## src/rtl/vram_bus_adapter_pkg.sv

```systemverilog
// VRAM bus adapter shared types.
// Size codes, FSM states and array geometry.
package vram_bus_adapter_pkg;

  localparam int VRAM_A_WORDS = 16384;
  localparam int VRAM_AW      = 14;

  typedef enum logic [1:0] {
    SZ_BYTE = 2'd0,
    SZ_HALF = 2'd1,
    SZ_WORD = 2'd2
  } bus_size_t;

  typedef enum logic [1:0] {
    IDLE = 2'd0,
    RD   = 2'd1,
    WR   = 2'd2,
    ACK  = 2'd3
  } state_t;

  // Size code 3 behaves as a word access.
  function automatic bus_size_t size_norm(input logic [1:0] s);
    return (s == 2'd3) ? SZ_WORD : bus_size_t'(s);
  endfunction

endpackage

```

## src/rtl/vram_bus_adapter_if.sv

```systemverilog
// GBA-side req/ack bus into the VRAM adapter.
// master = bus decoder, slave = adapter.
interface vram_bus_adapter_if #(
  parameter int AW = 14
);
  logic          bus_req;
  logic          bus_we;
  logic [1:0]    bus_size;
  logic [AW+1:0] bus_addr;
  logic [31:0]   bus_wdata;
  logic [31:0]   bus_rdata;
  logic          bus_ack;
  logic          bus_busy;

  modport master (
    output bus_req, bus_we, bus_size,
    output bus_addr, bus_wdata,
    input  bus_rdata, bus_ack, bus_busy
  );

  modport slave (
    input  bus_req, bus_we, bus_size,
    input  bus_addr, bus_wdata,
    output bus_rdata, bus_ack, bus_busy
  );
endinterface

```

## src/rtl/vram_bus_adapter_wr_merge.sv

```systemverilog
// Read-modify-write merge of bus data into a VRAM word.
// Byte writes may be mirrored into the whole halfword.
module vram_bus_adapter_wr_merge
  import vram_bus_adapter_pkg::*;
#(
  parameter bit BYTE_DUP = 1'b1
) (
  input  logic [31:0] old_word,
  input  logic [31:0] wdata,
  input  bus_size_t   size,
  input  logic [1:0]  lane,
  output logic [31:0] new_word
);

  // Replace only the addressed lanes, keep the rest.
  always_comb begin
    new_word = old_word;
    unique case (1'b1)
      size == SZ_BYTE: begin
        if (BYTE_DUP) begin
          if (lane[1]) new_word[31:16] = {2{wdata[7:0]}};
          else         new_word[15:0]  = {2{wdata[7:0]}};
        end else begin
          new_word[{lane, 3'b000} +: 8] = wdata[7:0];
        end
      end
      size == SZ_HALF: begin
        if (lane[1]) new_word[31:16] = wdata[15:0];
        else         new_word[15:0]  = wdata[15:0];
      end
      default: new_word = wdata;
    endcase
  end

endmodule

```

## src/rtl/vram_bus_adapter.sv

```systemverilog
// GBA bus to BG VRAM word-port adapter.
// Word reads, word writes and sub-word RMW writes.
module vram_bus_adapter
  import vram_bus_adapter_pkg::*;
#(
  parameter int AW       = VRAM_AW,
  parameter bit BYTE_DUP = 1'b1
) (
  input  logic                clk,
  input  logic                rst,
  vram_bus_adapter_if.slave   bus,
  output logic [AW-1:0]       mem_addr,
  output logic                mem_we,
  output logic [31:0]         mem_wdata,
  input  logic [31:0]         mem_rdata
);

  state_t        state_q, state_d;
  logic          we_q, we_d;
  bus_size_t     size_q, size_d;
  logic [AW+1:0] addr_q, addr_d;
  logic [31:0]   wdata_q, wdata_d;
  logic [31:0]   cap_q, cap_d;
  logic [31:0]   rdata_q, rdata_d;
  logic [31:0]   merged;
  logic [31:0]   rd_ext;
  bus_size_t     req_size;

  assign req_size = size_norm(bus.bus_size);

  vram_bus_adapter_wr_merge #(
    .BYTE_DUP (BYTE_DUP)
  ) u_merge (
    .old_word (cap_q),
    .wdata    (wdata_q),
    .size     (size_q),
    .lane     (addr_q[1:0]),
    .new_word (merged)
  );

  // State register and latched transaction fields.
  always_ff @(posedge clk) begin
    if (rst) begin
      state_q <= IDLE;
      we_q    <= 1'b0;
      size_q  <= SZ_BYTE;
      addr_q  <= '0;
      wdata_q <= '0;
      cap_q   <= '0;
      rdata_q <= '0;
    end else begin
      state_q <= state_d;
      we_q    <= we_d;
      size_q  <= size_d;
      addr_q  <= addr_d;
      wdata_q <= wdata_d;
      cap_q   <= cap_d;
      rdata_q <= rdata_d;
    end
  end

  // Next state: full words skip the read phase.
  always_comb begin
    state_d = state_q;
    unique case (state_q)
      IDLE: begin
        if (bus.bus_req) begin
          if (bus.bus_we && req_size == SZ_WORD) state_d = WR;
          else                                   state_d = RD;
        end
      end
      RD:      state_d = we_q ? WR : ACK;
      WR:      state_d = ACK;
      ACK:     state_d = IDLE;
      default: state_d = IDLE;
    endcase
  end

  // Lane extraction of the word being read.
  always_comb begin
    unique case (1'b1)
      size_q == SZ_BYTE:
        rd_ext = {24'h0, mem_rdata[{addr_q[1:0], 3'b000} +: 8]};
      size_q == SZ_HALF:
        rd_ext = {16'h0, addr_q[1] ? mem_rdata[31:16]
                                   : mem_rdata[15:0]};
      default: rd_ext = mem_rdata;
    endcase
  end

  // Latch request on accept, capture array word in RD.
  always_comb begin
    we_d    = we_q;
    size_d  = size_q;
    addr_d  = addr_q;
    wdata_d = wdata_q;
    cap_d   = cap_q;
    rdata_d = rdata_q;
    if (state_q == IDLE && bus.bus_req) begin
      we_d    = bus.bus_we;
      size_d  = req_size;
      wdata_d = bus.bus_wdata;
      addr_d  = bus.bus_addr;
      if (req_size == SZ_HALF) addr_d[0]   = 1'b0;
      if (req_size == SZ_WORD) addr_d[1:0] = 2'b00;
    end
    if (state_q == RD) begin
      cap_d = mem_rdata;
      if (!we_q) rdata_d = rd_ext;
    end
  end

  // Outputs; strobes are masked in a reset cycle.
  always_comb begin
    mem_addr      = addr_q[AW+1:2];
    mem_we        = (state_q == WR) && !rst;
    mem_wdata     = (state_q == WR) ? merged : 32'h0;
    bus.bus_ack   = (state_q == ACK) && !rst;
    bus.bus_busy  = (state_q != IDLE);
    bus.bus_rdata = rdata_q;
  end

endmodule

```

## src/flat_wrapper.sv

```systemverilog
// flat-port wrapper written by rule: the top's interface ports become plain ports
module vram_bus_adapter_flat import vram_bus_adapter_pkg::*;
#(
  parameter int AW       = VRAM_AW,
  parameter bit BYTE_DUP = 1'b1
)
  (clk, rst, mem_addr, mem_we, mem_wdata, mem_rdata, bus_bus_req, bus_bus_we, bus_bus_size, bus_bus_addr, bus_bus_wdata, bus_bus_rdata, bus_bus_ack, bus_bus_busy);
  vram_bus_adapter_if #(.AW(AW)) bus_i ();
  input  logic clk;
  input  logic rst;
  output logic [AW-1:0] mem_addr;
  output logic mem_we;
  output logic [31:0] mem_wdata;
  input  logic [31:0] mem_rdata;
  input wire logic [$bits(bus_i.bus_req)-1:0] bus_bus_req;
  input wire logic [$bits(bus_i.bus_we)-1:0] bus_bus_we;
  input wire logic [$bits(bus_i.bus_size)-1:0] bus_bus_size;
  input wire logic [$bits(bus_i.bus_addr)-1:0] bus_bus_addr;
  input wire logic [$bits(bus_i.bus_wdata)-1:0] bus_bus_wdata;
  output wire logic [$bits(bus_i.bus_rdata)-1:0] bus_bus_rdata;
  output wire logic [$bits(bus_i.bus_ack)-1:0] bus_bus_ack;
  output wire logic [$bits(bus_i.bus_busy)-1:0] bus_bus_busy;
  assign bus_i.bus_req = bus_bus_req;
  assign bus_i.bus_we = bus_bus_we;
  assign bus_i.bus_size = bus_bus_size;
  assign bus_i.bus_addr = bus_bus_addr;
  assign bus_i.bus_wdata = bus_bus_wdata;
  assign bus_bus_rdata = bus_i.bus_rdata;
  assign bus_bus_ack = bus_i.bus_ack;
  assign bus_bus_busy = bus_i.bus_busy;
  vram_bus_adapter #(.AW(AW), .BYTE_DUP(BYTE_DUP)) u_core (.clk(clk), .rst(rst), .bus(bus_i), .mem_addr(mem_addr), .mem_we(mem_we), .mem_wdata(mem_wdata), .mem_rdata(mem_rdata));
endmodule
```

## config.mk

```make
export PLATFORM = sky130hd
export DESIGN_NAME = vram_bus_adapter_flat
export DESIGN_NICKNAME = d
export VERILOG_FILES = /design/src/rtl/vram_bus_adapter_pkg.sv /design/src/rtl/vram_bus_adapter_if.sv /design/src/rtl/vram_bus_adapter_wr_merge.sv /design/src/rtl/vram_bus_adapter.sv /design/src/flat_wrapper.sv
export SDC_FILE = /design/constraint.sdc
export NUM_CORES = 1
export LEC_CHECK = 0
export ABC_AREA = 1
export BUFFER_PORTS_ARGS = -buffer_cell sky130_fd_sc_hd__buf_4
export CORE_MARGIN = 4
export CORE_UTILIZATION = 53
export CTS_CLUSTER_DIAMETER = 40
export DETAILED_ROUTE_END_ITERATION = 7
export PLACE_DENSITY = 0.82
export SYNTH_ARGS = -nofsm -noshare
export SYNTH_HDL_FRONTEND = slang
export SYNTH_SLANG_ARGS = --single-unit
```

## constraint.sdc

```tcl
create_clock -name clk -period 4.49 [get_ports clk]
set_clock_uncertainty 0.15 [all_clocks]
set_input_delay 0.898 -clock clk [delete_from_list [all_inputs] [get_ports clk]]
set_output_delay 0.898 -clock clk [all_outputs]
set_load 0.03 [all_outputs]
```

---- After elaboration in Yosys (flattened, before gate mapping) ----
Index checks and enable logic that the tools add are counted.
word-level totals
  register bits ........................... 117
  input bits .............................. 86
  output and inout port bits .............. 81
  word-level logic and storage cells ...... 41
operators by class
  equal/unequal tests ..................... 8
  shift operators ......................... 1
  muxes and demuxes ....................... 15
  bitwise logic cells ..................... 1
  reduce and logical (&&, ||, !) cells .... 9
operator list
  kind                                            count
  one-hot mux 32 bit (2 select lines)             2
  two-way mux 16 bit                              5
  two-way mux 32 bit                              1
  variable part select 32 x 6 -> 8 bit            1
  == test 2 bit (second input constant)           4
  two-way mux 2 bit                               4
  one-hot mux 2 bit (4 select lines)              1
  == test 2 x 1 -> 1 bit (second input constant)  3
  logical AND 1 bit                               4
  logical NOT 2 bit                               2
  two-way mux 1 bit                               2
  != test 2 bit (second input constant)           1
  AND reduction 2 bit                             1
  nonzero test 2 bit                              1
  logical NOT 1 bit                               1
  inverter 1 bit                                  1

---- Logic depth before layout (Yosys ltp) ----
  depth in word-level cells ............... 7
  mapped depth ............................ 10
  mapped depth without buffers ............ 8

---- By module ----
Synthesis repeated with hierarchy kept, for this count alone.
second synthesis, totals
  cells, all modules ...................... 920
  area, all modules ....................... 5894.4 µm²
modules (own cells, without submodules)
  module                     instances  cells an instance  area each (µm²)  sequential area each (µm²)
  vram_bus_adapter           1          709                4953.5           2342.2
  vram_bus_adapter_wr_merge  1          211                940.9            0.0

---- Worst setup path after synthesis ----
Ideal clock, no wire load.
  path type ............................... input to output
  start ................................... input rst
  end ..................................... output bus_bus_ack
  data arrival time ....................... 1.510 ns
  required time ........................... 3.442 ns
  slack ................................... 1.932 ns
  cell stages on the path ................. 2
  path buffers ............................ 1
  cells stage by stage .................... clkbuf_1 > nor2_1
on the way
  cells in the longest elaborated chain, start to end .. 2
ends and longest elaborated chain
  item               line                     RTL
  from (decl)        flat_wrapper.sv:10       input logic rst;
  logical NOT 1 bit  vram_bus_adapter.sv:118  bus.bus_ack = (state_q == ACK) && !rst;
  logical AND 1 bit  vram_bus_adapter.sv:118
  to (decl)          flat_wrapper.sv:21       output wire logic [$bits(bus_i.bus_ack)-1:0] bus_bus_ack;
No other way between the ends.

---- Worst setup path in the final report ----
  start ................................... register u_core.size_q[1]
  end ..................................... output mem_wdata[12]
on the way
  cells in the longest elaborated chain, start to end .. 3
  elaborated cells on any way between the ends .. 4
  those cells by class .................... eq/ne: 1; mux: 2; reduce/logical: 1
ends and longest elaborated chain
  item                                                                line                                                              RTL
  from (decl)                                                         vram_bus_adapter.sv:20                                            bus_size_t size_q, size_d;
  from (signal assigned)                                              vram_bus_adapter.sv:54                                            size_q <= size_d;
  == test 2 x 1 -> 1 bit / logical NOT 2 bit (equally long branches)  vram_bus_adapter_wr_merge.sv:27, vram_bus_adapter_wr_merge.sv:19
  one-hot mux 32 bit (2 select lines) (*)                             vram_bus_adapter_wr_merge.sv:18                                   unique case (1'b1)
  two-way mux 32 bit (*)                                              vram_bus_adapter.sv:117                                           mem_wdata = (state_q == WR) ? merged : 32'h0;
  to (decl)                                                           flat_wrapper.sv:13                                                output logic [31:0] mem_wdata;
Every way passes the cells marked *; elsewhere a longest branch is shown, timed or not.

==> impl_metrics.json <==
{
  "post_drt_wl_per_cell_um": 15.9,
  "status": "complete, no violations",
  "syn_nets": 968,
  "worstPathMaxFanout": 49,
  "start_util": 0.551,
  "clock_sinks": 117,
  "clock_latency_ps": 530,
  "finalSetupViolations": 0,
  "cts_resized": 0,
  "synth.most_common_cell": "nand2_1",
  "grt_max_degree": 85,
  "fillers": 870,
  "utilization": 0.716,
  "num_rows": 37,
  "dpl.hpwl_um": 12300,
  "cts.htree.levels": 4,
  "clk_pin_slew_ps": 60,
  "syn_to_final_growth_pct": 30.0,
  "core_mm2": 0.0104,
  "fp.dieW_um": 112,
  "irDropWorstVdd_mv": 0.373,
  "port_buffers": 166,
  "total_power_mw": 4.45,
  "async_reset_ff_frac": 0,
  "netlist_top_cells_count": "nand2_1 (238), nor2_1 (157), dfxtp_1 (117)",
  "cellLeakagePower_nw": 3.62,
  "grt.total_usage": 0.283,
  "syn-cell-area_mm2": 0.00574,
  "via_per_inst": 5.45,
  "crit_slowest_cell": "buf_4",
  "yosysSeqAreaShare": 0.408,
  "finalCritPeriodShare": 0.800,
  "power_density_mw_per_mm2": 597,
  "hold_violations": 0,
  "endpoint_kind": "primary output",
  "tns_ps": 0,
  "ys.flop_type": "dfxtp_1",
  "dieArea_mm2": 0.0125,
  "min_path_type": "reg -> reg",
  "grt_pass1_wl_um": 28700,
  "vias": 6258,
  "cp_common_cell": "nand2_1",
  "synth_cell_type_count": 24,
  "n_antenna_cell": 0,
  "max_stage_delay_ps": 480,
  "routabilityCongestion": 0.901,
  "slew_headroom": 0.218,
  "cts_made_buffers": 17,
  "cp.required_ps": 3440,
  "placed_area_mm2": 0.00681,
  "synth-seq-cells": 117,
  "cp_data_arrival_time_ps": 2540,
  "crit_chain": "buf_4 -> inv_4 -> nand2_2 -> nand2_1 -> nand2_1 -> nand2_1 -> a21oi_1 -> buf_4",
  "fin_nets": 1091,
  "overflow": 0,
  "drc": 0,
  "post-route-min-period_ps": 3590,
  "drtPass1Iterations": 6,
  "fp.dieH_um": 112,
  "postCtsSetupBuffers": 0,
  "drive_above_1_share": 0.218,
  "grt_pass1_vias": 5656,
  "max_cap_viol_count": 0,
  "ios": 167,
  "drt_iter0_markers": 722,
  "fmax_mhz": 278,
  "avgSynthCellArea_um2": 6.54,
  "start_kind": "flop",
  "syn_inst": 877,
  "drv_slew": 0,
  "crit_type": "reg -> out",
  "yosysTopAreaCell": "dfxtp_1",
  "synth_edf_count": 0,
  "postLayoutCellArea_mm2": 0.00745,
  "yosys_warnings": 0,
  "cts_root_buf": "clkbuf_8",
  "cts_buffer_depth": 2,
  "cts_hold_buf": 0,
  "synth_top_area_frac": 0.408,
  "grt_setup_unrepaired": "false",
  "synth_area_leaders": "dfxtp_1 (41%), nand2_1 (16%), nor2_1 (10%)",
  "antenna_left": 0,
  "antenna_found_initial": 0,
  "drt_wl_total_um": 18300,
  "tightestPinTransition_ps": 1170,
  "cts_tree": "built"
}
-- worst max-delay path, delay by kind of cell, from the launching register on --
kind,cells,cell delay (ps)
AO/OA/AOI/OAI,1,140
AND/OR/NAND/NOR,4,580
buffers and inverters,3,890
flip-flops,1,370
-- placed cells by master (no fill, tap or decap), types with 4 or more instances in the layout --
cell	netlist	final
nand2_1	238	238
o21ai_0	106	106
a31oi_1	9	9
dfxtp_1	117	117
ha_1	5	5
nor2_1	157	157
a21oi_1	73	73
o21ai_1	11	11
bufinv_16	0	5
inv_1	42	42
clkbuf_16	0	16
nand3_1	31	31
inv_2	4	4
buf_4	24	174
-- path summary, 6_finish.rpt --
kind	to	startpoint	slack [ps]	cells past startpoint
worst min-delay path	u_core.cap_q[29]	u_core.cap_q[29]	320	2
worst min register to register	u_core.cap_q[29]	u_core.cap_q[29]	320	2
worst max register to register	u_core.addr_q[1]	u_core.state_q[0]	2400	7
worst max-delay path	mem_wdata[12]	u_core.size_q[1]	900	8
-- sequential cells by signal, summed over array words and instances (netlist names) --
name	cells
u_core.bus.bus_rdata	32
u_core.cap_q	32
u_core.wdata_q	32
u_core.addr_q	16
u_core.size_q	2
u_core.state_q	2
u_core.we_q	1
-- through the flow --
step	setup WS [ps]	instances	hold slack (ps)
floorplan	1930	877	290
global placement	1570	1117	300
finish	899	1149	316
global route	700	1149	334
detailed placement	1480	1117	308
CTS	929	1149	316
-- area by class of cell --
type,instances,area (µm²),share of cell area
timing repair buffer,174,1310,0.175
clock buffer,20,445,0.0598
clock inverter,12,201,0.0270
tap,136,170,0.0228
multi-input combinational,640,2790,0.375
inverter,50,195,0.0262
sequential,117,2340,0.314
-- per-layer routing --
metal,global-route usage,vias up,share of wire
met5,0,-,0
met3,0.0609,62,0.093
met2,0.447,346,0.47
met4,0.121,0,0.035
li1,-,3032,-
met1,0.375,2818,0.40
-- where the power goes --
group,switching [mW],leakage [nW],internal (mW)
Clock,0.504,0.311,0.987
Sequential,0.164,0.962,1.29
Combinational,1.02,2.35,0.486
Total,1.69,3.62,2.76
-- cells by family (layout without fill, tap and decap cells) --
group | Yosys count | count (layout) | synth area share
AND/OR/NAND/NOR | 434 | 434 | 0.297
AO/OA/AOI/OAI | 201 | 201 | 0.179
adder cells (fa/ha/maj) | 5 | 5 | 0.0109
buffers and inverters | 120 | 256 | 0.105
flip-flops | 117 | 117 | 0.408
Power figures use the tool's default switching activity.
